--- config.mk ---
export PLATFORM = sky130hd
export DESIGN_NAME = video_timing_gen
export DESIGN_NICKNAME = d
export VERILOG_FILES = /design/src/rtl/video_timing_gen.sv
export SDC_FILE = /design/constraint.sdc
export NUM_CORES = 1
export LEC_CHECK = 0
export BUFFER_PORTS_ARGS = -buffer_cell sky130_fd_sc_hd__buf_4
export CORE_MARGIN = 2
export CORE_UTILIZATION = 55
export CTS_CLUSTER_DIAMETER = 40
export DETAILED_ROUTE_END_ITERATION = 16
export PLACE_DENSITY = 0.75
export SLEW_MARGIN = 20
export SYNTH_ARGS = -nofsm -noshare
export SYNTH_HDL_FRONTEND = slang
export SYNTH_SLANG_ARGS = --single-unit
--- constraint.sdc ---
create_clock -name clk -period 6.5 [get_ports clk]
set_input_delay 0.325 -clock clk [delete_from_list [all_inputs] [get_ports clk]]
set_output_delay 0.325 -clock clk [all_outputs]
set_load 0.02 [all_outputs]
--- src/rtl/video_timing_gen.sv ---
// Raster timing source: H/V one-hot FSMs walk a frame of lines and emit registered
// sync, data-enable, active coordinates, frame-start pulse, busy flag and frame count.
module video_timing_gen #(
   parameter int CNT_H_SIZE = 12,
   parameter int CNT_V_SIZE = 12,
   parameter int HSY        = 1,
   parameter int HBP        = 3,
   parameter int HAC        = 1920,
   parameter int HFP        = 3,
   parameter int VSY        = 3,
   parameter int VBP        = 3,
   parameter int VAC        = 1080,
   parameter int VFP        = 3
) (
   input  logic                  clk,
   input  logic                  rst,
   input  logic                  i_en,
   output logic                  o_vs,
   output logic                  o_hs,
   output logic                  o_de,
   output logic [CNT_H_SIZE-1:0] o_x,
   output logic [CNT_V_SIZE-1:0] o_y,
   output logic                  o_frame_start,
   output logic                  o_busy,
   output logic [7:0]            o_frame_cnt
);

   localparam int HTOT = HSY + HBP + HAC + HFP;
   localparam int VTOT = VSY + VBP + VAC + VFP;

   localparam logic [CNT_H_SIZE-1:0] H_BP0  = CNT_H_SIZE'(HSY);
   localparam logic [CNT_H_SIZE-1:0] H_ACT0 = CNT_H_SIZE'(HSY + HBP);
   localparam logic [CNT_H_SIZE-1:0] H_FP0  = CNT_H_SIZE'(HSY + HBP + HAC);
   localparam logic [CNT_H_SIZE-1:0] H_LAST = CNT_H_SIZE'(HTOT - 1);
   localparam logic [CNT_V_SIZE-1:0] V_BP0  = CNT_V_SIZE'(VSY);
   localparam logic [CNT_V_SIZE-1:0] V_ACT0 = CNT_V_SIZE'(VSY + VBP);
   localparam logic [CNT_V_SIZE-1:0] V_FP0  = CNT_V_SIZE'(VSY + VBP + VAC);
   localparam logic [CNT_V_SIZE-1:0] V_LAST = CNT_V_SIZE'(VTOT - 1);

   typedef enum logic [4:0] {
      H_IDLE = 5'b00001, H_SYNC = 5'b00010, H_BP = 5'b00100, H_ACT = 5'b01000, H_FP = 5'b10000
   } h_state_t;
   typedef enum logic [4:0] {
      V_IDLE = 5'b00001, V_SYNC = 5'b00010, V_BP = 5'b00100, V_ACT = 5'b01000, V_FP = 5'b10000
   } v_state_t;

   function automatic h_state_t h_seg(input logic [CNT_H_SIZE-1:0] c);
      if (c < H_BP0)       return H_SYNC;
      else if (c < H_ACT0) return H_BP;
      else if (c < H_FP0)  return H_ACT;
      else                 return H_FP;
   endfunction

   function automatic v_state_t v_seg(input logic [CNT_V_SIZE-1:0] c);
      if (c < V_BP0)       return V_SYNC;
      else if (c < V_ACT0) return V_BP;
      else if (c < V_FP0)  return V_ACT;
      else                 return V_FP;
   endfunction

   h_state_t              h_state_q, h_state_d;
   v_state_t              v_state_q, v_state_d;
   logic [CNT_H_SIZE-1:0] h_cnt_q, h_cnt_d, x_q, x_d;
   logic [CNT_V_SIZE-1:0] v_cnt_q, v_cnt_d, y_q, y_d;
   logic [7:0]            frame_cnt_q, frame_cnt_d;
   logic                  vs_q, vs_d, hs_q, hs_d, de_q, de_d;
   logic                  fs_q, fs_d, busy_q, busy_d;
   logic                  h_run, v_run, go;

   always_ff @(posedge clk) begin
      if (rst) begin
         h_state_q   <= H_IDLE;
         v_state_q   <= V_IDLE;
         h_cnt_q     <= '0;
         v_cnt_q     <= '0;
         x_q         <= '0;
         y_q         <= '0;
         frame_cnt_q <= '0;
         vs_q        <= 1'b0;
         hs_q        <= 1'b0;
         de_q        <= 1'b0;
         fs_q        <= 1'b0;
         busy_q      <= 1'b0;
      end else begin
         h_state_q   <= h_state_d;
         v_state_q   <= v_state_d;
         h_cnt_q     <= h_cnt_d;
         v_cnt_q     <= v_cnt_d;
         x_q         <= x_d;
         y_q         <= y_d;
         frame_cnt_q <= frame_cnt_d;
         vs_q        <= vs_d;
         hs_q        <= hs_d;
         de_q        <= de_d;
         fs_q        <= fs_d;
         busy_q      <= busy_d;
      end
   end

   always_comb begin
      h_cnt_d     = h_cnt_q;
      v_cnt_d     = v_cnt_q;
      h_state_d   = H_IDLE;
      v_state_d   = V_IDLE;
      frame_cnt_d = frame_cnt_q;
      go          = 1'b0;

      // Illegal one-hot encodings fall to the default and are treated as not running.
      case (h_state_q)
         H_SYNC, H_BP, H_ACT, H_FP: h_run = 1'b1;
         default:                   h_run = 1'b0;
      endcase
      case (v_state_q)
         V_SYNC, V_BP, V_ACT, V_FP: v_run = 1'b1;
         default:                   v_run = 1'b0;
      endcase

      if (h_run && v_run) begin
         if (h_cnt_q == H_LAST) begin
            h_cnt_d = '0;
            if (v_cnt_q == V_LAST) begin
               // i_en only matters here, at the frame boundary.
               frame_cnt_d = frame_cnt_q + 8'd1;
               v_cnt_d     = '0;
               go          = i_en;
            end else begin
               v_cnt_d = v_cnt_q + 1'b1;
               go      = 1'b1;
            end
         end else begin
            h_cnt_d = h_cnt_q + 1'b1;
            go      = 1'b1;
         end
      end else if (h_state_q == H_IDLE && v_state_q == V_IDLE && i_en) begin
         h_cnt_d = '0;
         v_cnt_d = '0;
         go      = 1'b1;
      end

      if (go) begin
         h_state_d = h_seg(h_cnt_d);
         v_state_d = v_seg(v_cnt_d);
      end else begin
         h_cnt_d = '0;
         v_cnt_d = '0;
      end

      // Outputs are decoded from the next state so they line up with it after the edge.
      hs_d   = (h_state_d == H_SYNC);
      vs_d   = (v_state_d == V_SYNC);
      de_d   = (h_state_d == H_ACT) && (v_state_d == V_ACT);
      x_d    = de_d ? h_cnt_d - H_ACT0 : '0;
      y_d    = de_d ? v_cnt_d - V_ACT0 : '0;
      fs_d   = go && (h_cnt_d == '0) && (v_cnt_d == '0);
      busy_d = go;
   end

   assign o_vs          = vs_q;
   assign o_hs          = hs_q;
   assign o_de          = de_q;
   assign o_x           = x_q;
   assign o_y           = y_q;
   assign o_frame_start = fs_q;
   assign o_busy        = busy_q;
   assign o_frame_cnt   = frame_cnt_q;

endmodule

==> results of run 1 <==
-- stage by stage --
step	hold WS, ns	cell area (µm²)	util
2_1_floorplan	0.472	3850	-
6_report	0.216	4370	0.643
3_5_place_dp	0.510	4140	0.610
4_1_cts	0.213	4370	0.643
3_3_place_gp	0.499	4140	0.610
5_1_grt	0.208	4370	0.643
-- path summary, 6_finish.rpt --
check                                            startpoint                          end  slack, ns  cells past startpoint
worst max-delay path                v_state_q[4]$_SDFF_PP0_            o_y[0]$_SDFF_PP0_       2.40                      9
worst min-delay path                                    rst  o_frame_cnt[7]$_SDFFE_PP0P_       0.22                      2
worst max register to register      v_state_q[4]$_SDFF_PP0_            o_y[0]$_SDFF_PP0_       2.40                      9
worst min register to register  o_frame_cnt[7]$_SDFFE_PP0P_  o_frame_cnt[7]$_SDFFE_PP0P_       0.52                      2
-- logic make-up after synthesis --
logic type / Yosys count / synth area share
compound gates: 75 / 0.139
simple gates: 230 / 0.319
buf+inv: 43 / 0.0477
mux: 3 / 0.00779
other cells: 1 / 0.000973
xor+xnor: 42 / 0.0954
flops: 70 / 0.364
fa+ha+maj: 8 / 0.0260
-- state kept, by name, indices dropped and copies added, names as in the netlist --
| register | flops |
|---|---|
| v_state_q | 4 |
| v_cnt_q | 12 |
| h_cnt_q | 12 |
| o_vs | 1 |
| o_frame_start | 1 |
| o_frame_cnt | 8 |
| o_hs | 1 |
| o_de | 1 |
| o_x | 12 |
| o_busy | 1 |
| h_state_q | 5 |
| o_y | 12 |
-- critical path, stage by stage, from the launching register on --
cell and delay (ns):
dfxtp_1 0.34, or4b_1 0.53, o311ai_1 0.11, o311ai_2 0.18, buf_4 0.24, nor3_1 0.74
a211o_1 0.69, inv_1 0.27, nand3_1 0.66, nor4_1 0.17
-- Yosys cell counts, types with 2 or more instances --
cell type | instances | area (µm²)
a211oi_1 | 5 | 37.5
nor2_1 | 64 | 240
ha_1 | 8 | 100
nor4b_1 | 3 | 26.3
nor4bb_1 | 3 | 30.0
nor3b_1 | 2 | 15.0
or4_1 | 2 | 15.0
o211ai_1 | 4 | 30.0
and4_1 | 4 | 35.0
nor4_1 | 24 | 150
o22ai_1 | 5 | 31.3
nand3_1 | 21 | 105
or3_1 | 7 | 43.8
or4b_1 | 3 | 30.0
a32oi_1 | 2 | 17.5
mux2i_1 | 3 | 30.0
a21oi_1 | 15 | 75.1
inv_1 | 10 | 37.5
buf_1 | 5 | 18.8
o31a_1 | 2 | 17.5
o31ai_1 | 4 | 30.0
nand2_1 | 31 | 116
o21ai_0 | 15 | 75.1
xor2_1 | 15 | 131
o311ai_1 | 2 | 17.5
nor4_2 | 2 | 25.0
xnor2_1 | 27 | 236
o22a_1 | 2 | 17.5
buf_2 | 12 | 60.1
nor3_1 | 25 | 125
a2111oi_0 | 3 | 26.3
and3_1 | 5 | 31.3
nand4_1 | 13 | 81.3
nor2b_1 | 2 | 12.5
o32a_1 | 2 | 20.0
clkbuf_1 | 15 | 56.3
nand2b_1 | 8 | 50.1
and2_1 | 2 | 12.5
dfxtp_1 | 70 | 1400
o21a_1 | 2 | 15.0
-- metal layers --
metal / wire length, µm / vias to the layer above / GRT usage / share of wire
met2: 4170 / 161 / 0.384 / 0.43
met5: 0 / - / 0 / 0
li1: - / 1748 / - / -
met3: 707 / 10 / 0.0622 / 0.074
met1: 4660 / 1665 / 0.384 / 0.48
met4: 78 / 0 / 0.0615 / 0.0081
-- cell type report --
class / count / area share
Clock buffer: 10 / 0.0292
Clock inverter: 6 / 0.0215
Inverter: 10 / 0.00860
Multi-Input combinational cell: 359 / 0.522
Sequential cell: 70 / 0.321
Tap cell: 96 / 0.0275
Timing Repair Buffer: 41 / 0.0705
-- power breakdown --
part	switching, mW	internal, mW	leakage, nW
sequential	0.00163	0.432	0.565
combinational	0.0173	0.00832	0.822
clock	0.184	0.220	0.107
total	0.203	0.660	1.50
==> run metrics, run 1 <==
Worst-Margin Slew 0.872 ns; num rows 30; routed vias/inst 6.05; GRT Overall Usage 0.260; Ant. Diodes 0; Worst EP required 6.68 ns; clk_skew 0.0119 ns; vias 3584; Die X 87.7 µm; H-tree levels 3; final setup fails 0; sequential area share after synthesis 0.364; wirelength, routed 9620 µm; HP Class in2reg; # hold bufs at CTS 0; Fill cells 603; unrepaired setup endpoints after global routing false; antenna violations before repair 0; status finished, final reports clean; final worst path period share 0.631; Lkg Pwr 1.50 nW; via count of the first global-routing pass 3140; clock sink count 70; Post-Synthesis Cells 472; Congestion Overflow GR 0; share of cells above drive strength 1 0.137; startpoint types flip-flop; CP arrival 4.28 ns; Syn Area/Cell 8.17 µm²; Layout Nets 502; largest net degree at the start of global routing 27; core area 6790 µm²; Storage cell area 1400 µm²; CTS max path bufs 2; worst slack, placed 2.46 ns; max-slew violations 0; worst-skew pair later-pin latency 0.35 ns; Die Ht 87.7 µm; Rel. slew slack 0.414; Initial Utilization 0.567; final hold violation count 0; syn_nets 483; PnR worst setup slack 2.40 ns; Crit Path Class reg2reg; average wire per standard cell 16.2 µm; DP Cell Count 576; CTS buffer count 9; endpoint class of the critical path flip-flop; main flop type after synthesis dfxtp_1; HPWL after detailed placement 7090 µm; Tot Pwr 863 µW; CTS tree yes; Post-synth EDFFs 0; Max IR drop VDD 114 µV; first-pass GRT wire length 15700 µm; flops & latches, synth 70; DRC errors left 0; Tmin final 4.10 ns; Root Buffer clkbuf_8; # IOs 40; Max Cap Viol 0; area of the mapped netlist 3850 µm²; Antenna Nets Post-Route 0; warnings from Yosys 0; Final GP Congestion 0.965; Post-CTS Resized 0; Die Area 7690 µm²; setup TNS 0 ns; worst-path fanout max 24; commonest non-fill, non-tap cell in the layout dfxtp_1; Area Overhead vs Synth 13.2%; commonest non-fill, non-tap cells in the layout dfxtp_1 (70), nor2_1 (64), buf_4 (41); PortBufs 39; drt initial violations 309; Fmax 0.244 GHz; Post-Layout Cell Count 592; Post-CTS Setup Repair Bufs 0; power per cell area 198 nW/µm²; ys async rst share 0; area of the multi-input gates 2280 µm²; post-synthesis cell type count 63; drt first pass iters 5; Reg clk slew, reported paths 0.08 ns
No activity file was read; power rests on OpenSTA's default activity.
==> run 2, diff against run 1 <==
==> constraint.sdc (replaced) <==
create_clock -name clk -period 4 [get_ports clk]
set_input_delay 0.2 -clock clk [delete_from_list [all_inputs] [get_ports clk]]
set_output_delay 0.2 -clock clk [all_outputs]
set_load 0.02 [all_outputs]
==> run 2 against run 1 <==
Via count grew 1.3%. Die area is the same. First-iteration DRC count grew 16%. Power grew 61%. Largest cell class unchanged. Clock power grew 58%. Setup slack lost 2.1 ns. Cell count grew 1.5%. Global-route usage grew 0.85 points. Critical path type unchanged.
==> run metrics, run 2 (synthesized netlist as in run 1, its figures left out) <==
status finished, final reports clean; Ant. Diodes 0 (unchanged); Fmax 0.272 GHz (+12%); Lkg Pwr 1.54 nW (+2.8%); clock sink count 70 (unchanged); commonest non-fill, non-tap cells in the layout dfxtp_1 (70), nor2_1 (64), buf_4 (50); Initial Utilization 0.567 (unchanged); drt initial violations 358 (+16%); wirelength, routed 9940 µm (+3.4%); R2R depth 8 (-1); via count of the first global-routing pass 3231 (+2.9%); Post-Layout Cell Count 601 (+1.5%); Final GP Congestion 0.938 (-2.8%); core area 6790 µm² (unchanged); # hold bufs at CTS 0 (unchanged); startpoint types flip-flop; HP Class in2reg; Seq pwr share 0.508 (+0.006); CP arrival 3.96 ns (-0.32 ns); Post-CTS Resized 0 (unchanged); final setup fails 0 (unchanged); worst-skew pair later-pin latency 0.35 ns (about the same); hold-critical path endpoint o_frame_cnt[3]$_SDFFE_PP0P_; first-pass GRT wire length 16200 µm (+2.9%); DP Cell Count 585 (+1.6%); unrepaired setup endpoints after global routing false; Tmin final 3.67 ns (-0.427 ns); internal power 1.07 mW (+62%); num rows 30 (unchanged); Area Overhead vs Synth 15.0%; Worst-Margin Slew 0.740 ns (-0.133 ns); average wire per standard cell 16.5 µm (+1.9%); share of cells above drive strength 1 0.152 (+0.0154); Post-CTS Setup Repair Bufs 0 (unchanged); Reg clk slew, reported paths 0.08 ns (about the same); GRT Overall Usage 0.269 (+0.00853); HPWL after detailed placement 7250 µm (+2.2%); Psw 316 µW (+56%); power per cell area 313 nW/µm² (+58%); PortBufs 39 (unchanged); Rel. slew slack 0.505 (+0.0911); Die Area 7690 µm² (unchanged); drt first pass iters 6 (+1); final worst path period share 0.918 (+0.287); # IOs 40 (unchanged); Min-Delay Startpoint rst; Antenna Nets Post-Route 0 (unchanged); endpoint class of the critical path flip-flop; flop2flop setup slack 0.33 ns (-2.07 ns); CTS tree yes; Die X 87.7 µm (unchanged); Max Cap Viol 0 (unchanged); power share of the combinational group 0.032 (+0.002); reg2reg start v_state_q[4]$_SDFF_PP0_; Crit Reg-Reg Endpoint v_state_q[4]$_SDFF_PP0_; cell area after layout 4430 µm² (+1.5%); Placed Area 4210 µm² (+1.6%); Die Ht 87.7 µm (unchanged); CTS max path bufs 2 (unchanged); DRC errors left 0 (unchanged); max-slew violations 0 (unchanged); H-tree levels 3 (unchanged); Min-Delay Path Depth 2 (unchanged); setup TNS 0 ns (unchanged); fin util 0.652 (+0.00994); Congestion Overflow GR 0 (unchanged); Max IR drop VDD 143 µV (+25%); clock share of power 0.461 (-0.007); commonest non-fill, non-tap cell in the layout dfxtp_1; vias 3629 (+1.3%); largest net degree at the start of global routing 27 (unchanged); final hold violation count 0 (unchanged); Root Buffer clkbuf_8; routed vias/inst 6.04 (-0.26%); worst-path fanout max 26 (+8.3%); antenna violations before repair 0 (unchanged); switching portion of total power 0.228 (-0.00738); Crit Path Class reg2reg; clk_skew 0.0104 ns (-0.00153 ns); CTS buffer count 9 (unchanged); Worst EP required 4.28 ns (-2.40 ns); Layout Nets 511 (+1.8%)
-- run 2: power by group through the flow --
stage          sequential (mW)  clock, mW  combinational (mW)
3_3_place_gp             0.721          0              0.0426
6_report                 0.705      0.640              0.0438
4_1_cts                  0.705      0.652              0.0430
3_5_place_dp             0.721          0              0.0429
2_1_floorplan            0.725          0              0.0225
5_1_grt                  0.706      0.684              0.0463
-- run 2: layout make-up --
| cell class | instances | area (µm²) |
|---|---|---|
| inverters | 10 | 37.5 |
| multi-input cells | 359 | 2280 |
| flip-flops and latches | 70 | 1400 |
| clock inverters | 6 | 93.8 |
| repair buffers | 50 | 375 |
| well taps | 96 | 120 |
| fillers | 577 | 2360 |
| clock buffers | 10 | 128 |
-- run 2: metal layers --
layer  part of all wire  wire length [µm]  GRT usage  vias to the layer above
met3              0.070               692     0.0537                       11
met1               0.46              4610      0.385                     1699
li1                   -                 -          -                     1764
met5                  0                 0          0                        -
met4             0.0088                88     0.0629                        0
met2               0.46              4550      0.417                      155
-- run 2: through the flow --
step,setup WS (ns),power (mW),hold slack (ns)
floorplan,0.936,0.748,0.472
finish,0.328,1.39,0.0952
global placement,0.479,0.763,0.454
detailed placement,0.364,0.764,0.462
global route,0.117,1.44,0.0926
CTS,0.378,1.40,0.0880
-- run 2: worst max-delay path by stage --
stage	from	cells after the start	to	slack (ns)
2_1_floorplan	h_cnt_q[3]$_SDFF_PP0_	9	o_frame_start$_SDFF_PP0_	0.94
3_3_place_gp	v_state_q[1]$_SDFF_PP0_	8	v_state_q[4]$_SDFF_PP0_	0.48
3_5_place_dp	v_state_q[1]$_SDFF_PP0_	8	v_state_q[4]$_SDFF_PP0_	0.36
4_1_cts	v_state_q[1]$_SDFF_PP0_	8	v_state_q[4]$_SDFF_PP0_	0.38
5_1_grt	v_state_q[4]$_SDFF_PP0_	8	v_state_q[4]$_SDFF_PP0_	0.12
6_report	v_state_q[4]$_SDFF_PP0_	8	v_state_q[4]$_SDFF_PP0_	0.33
-- run 2: worst max-delay path, cell delays in order, from the launching register on --
cell       delay, ns
dfxtp_1         0.34
or4b_1          0.53
o311ai_1        0.10
o311ai_2        0.28
or2_1           0.50
a2111oi_2       0.44
or4b_4          0.53
a31oi_4         0.61
nor3b_2         0.27
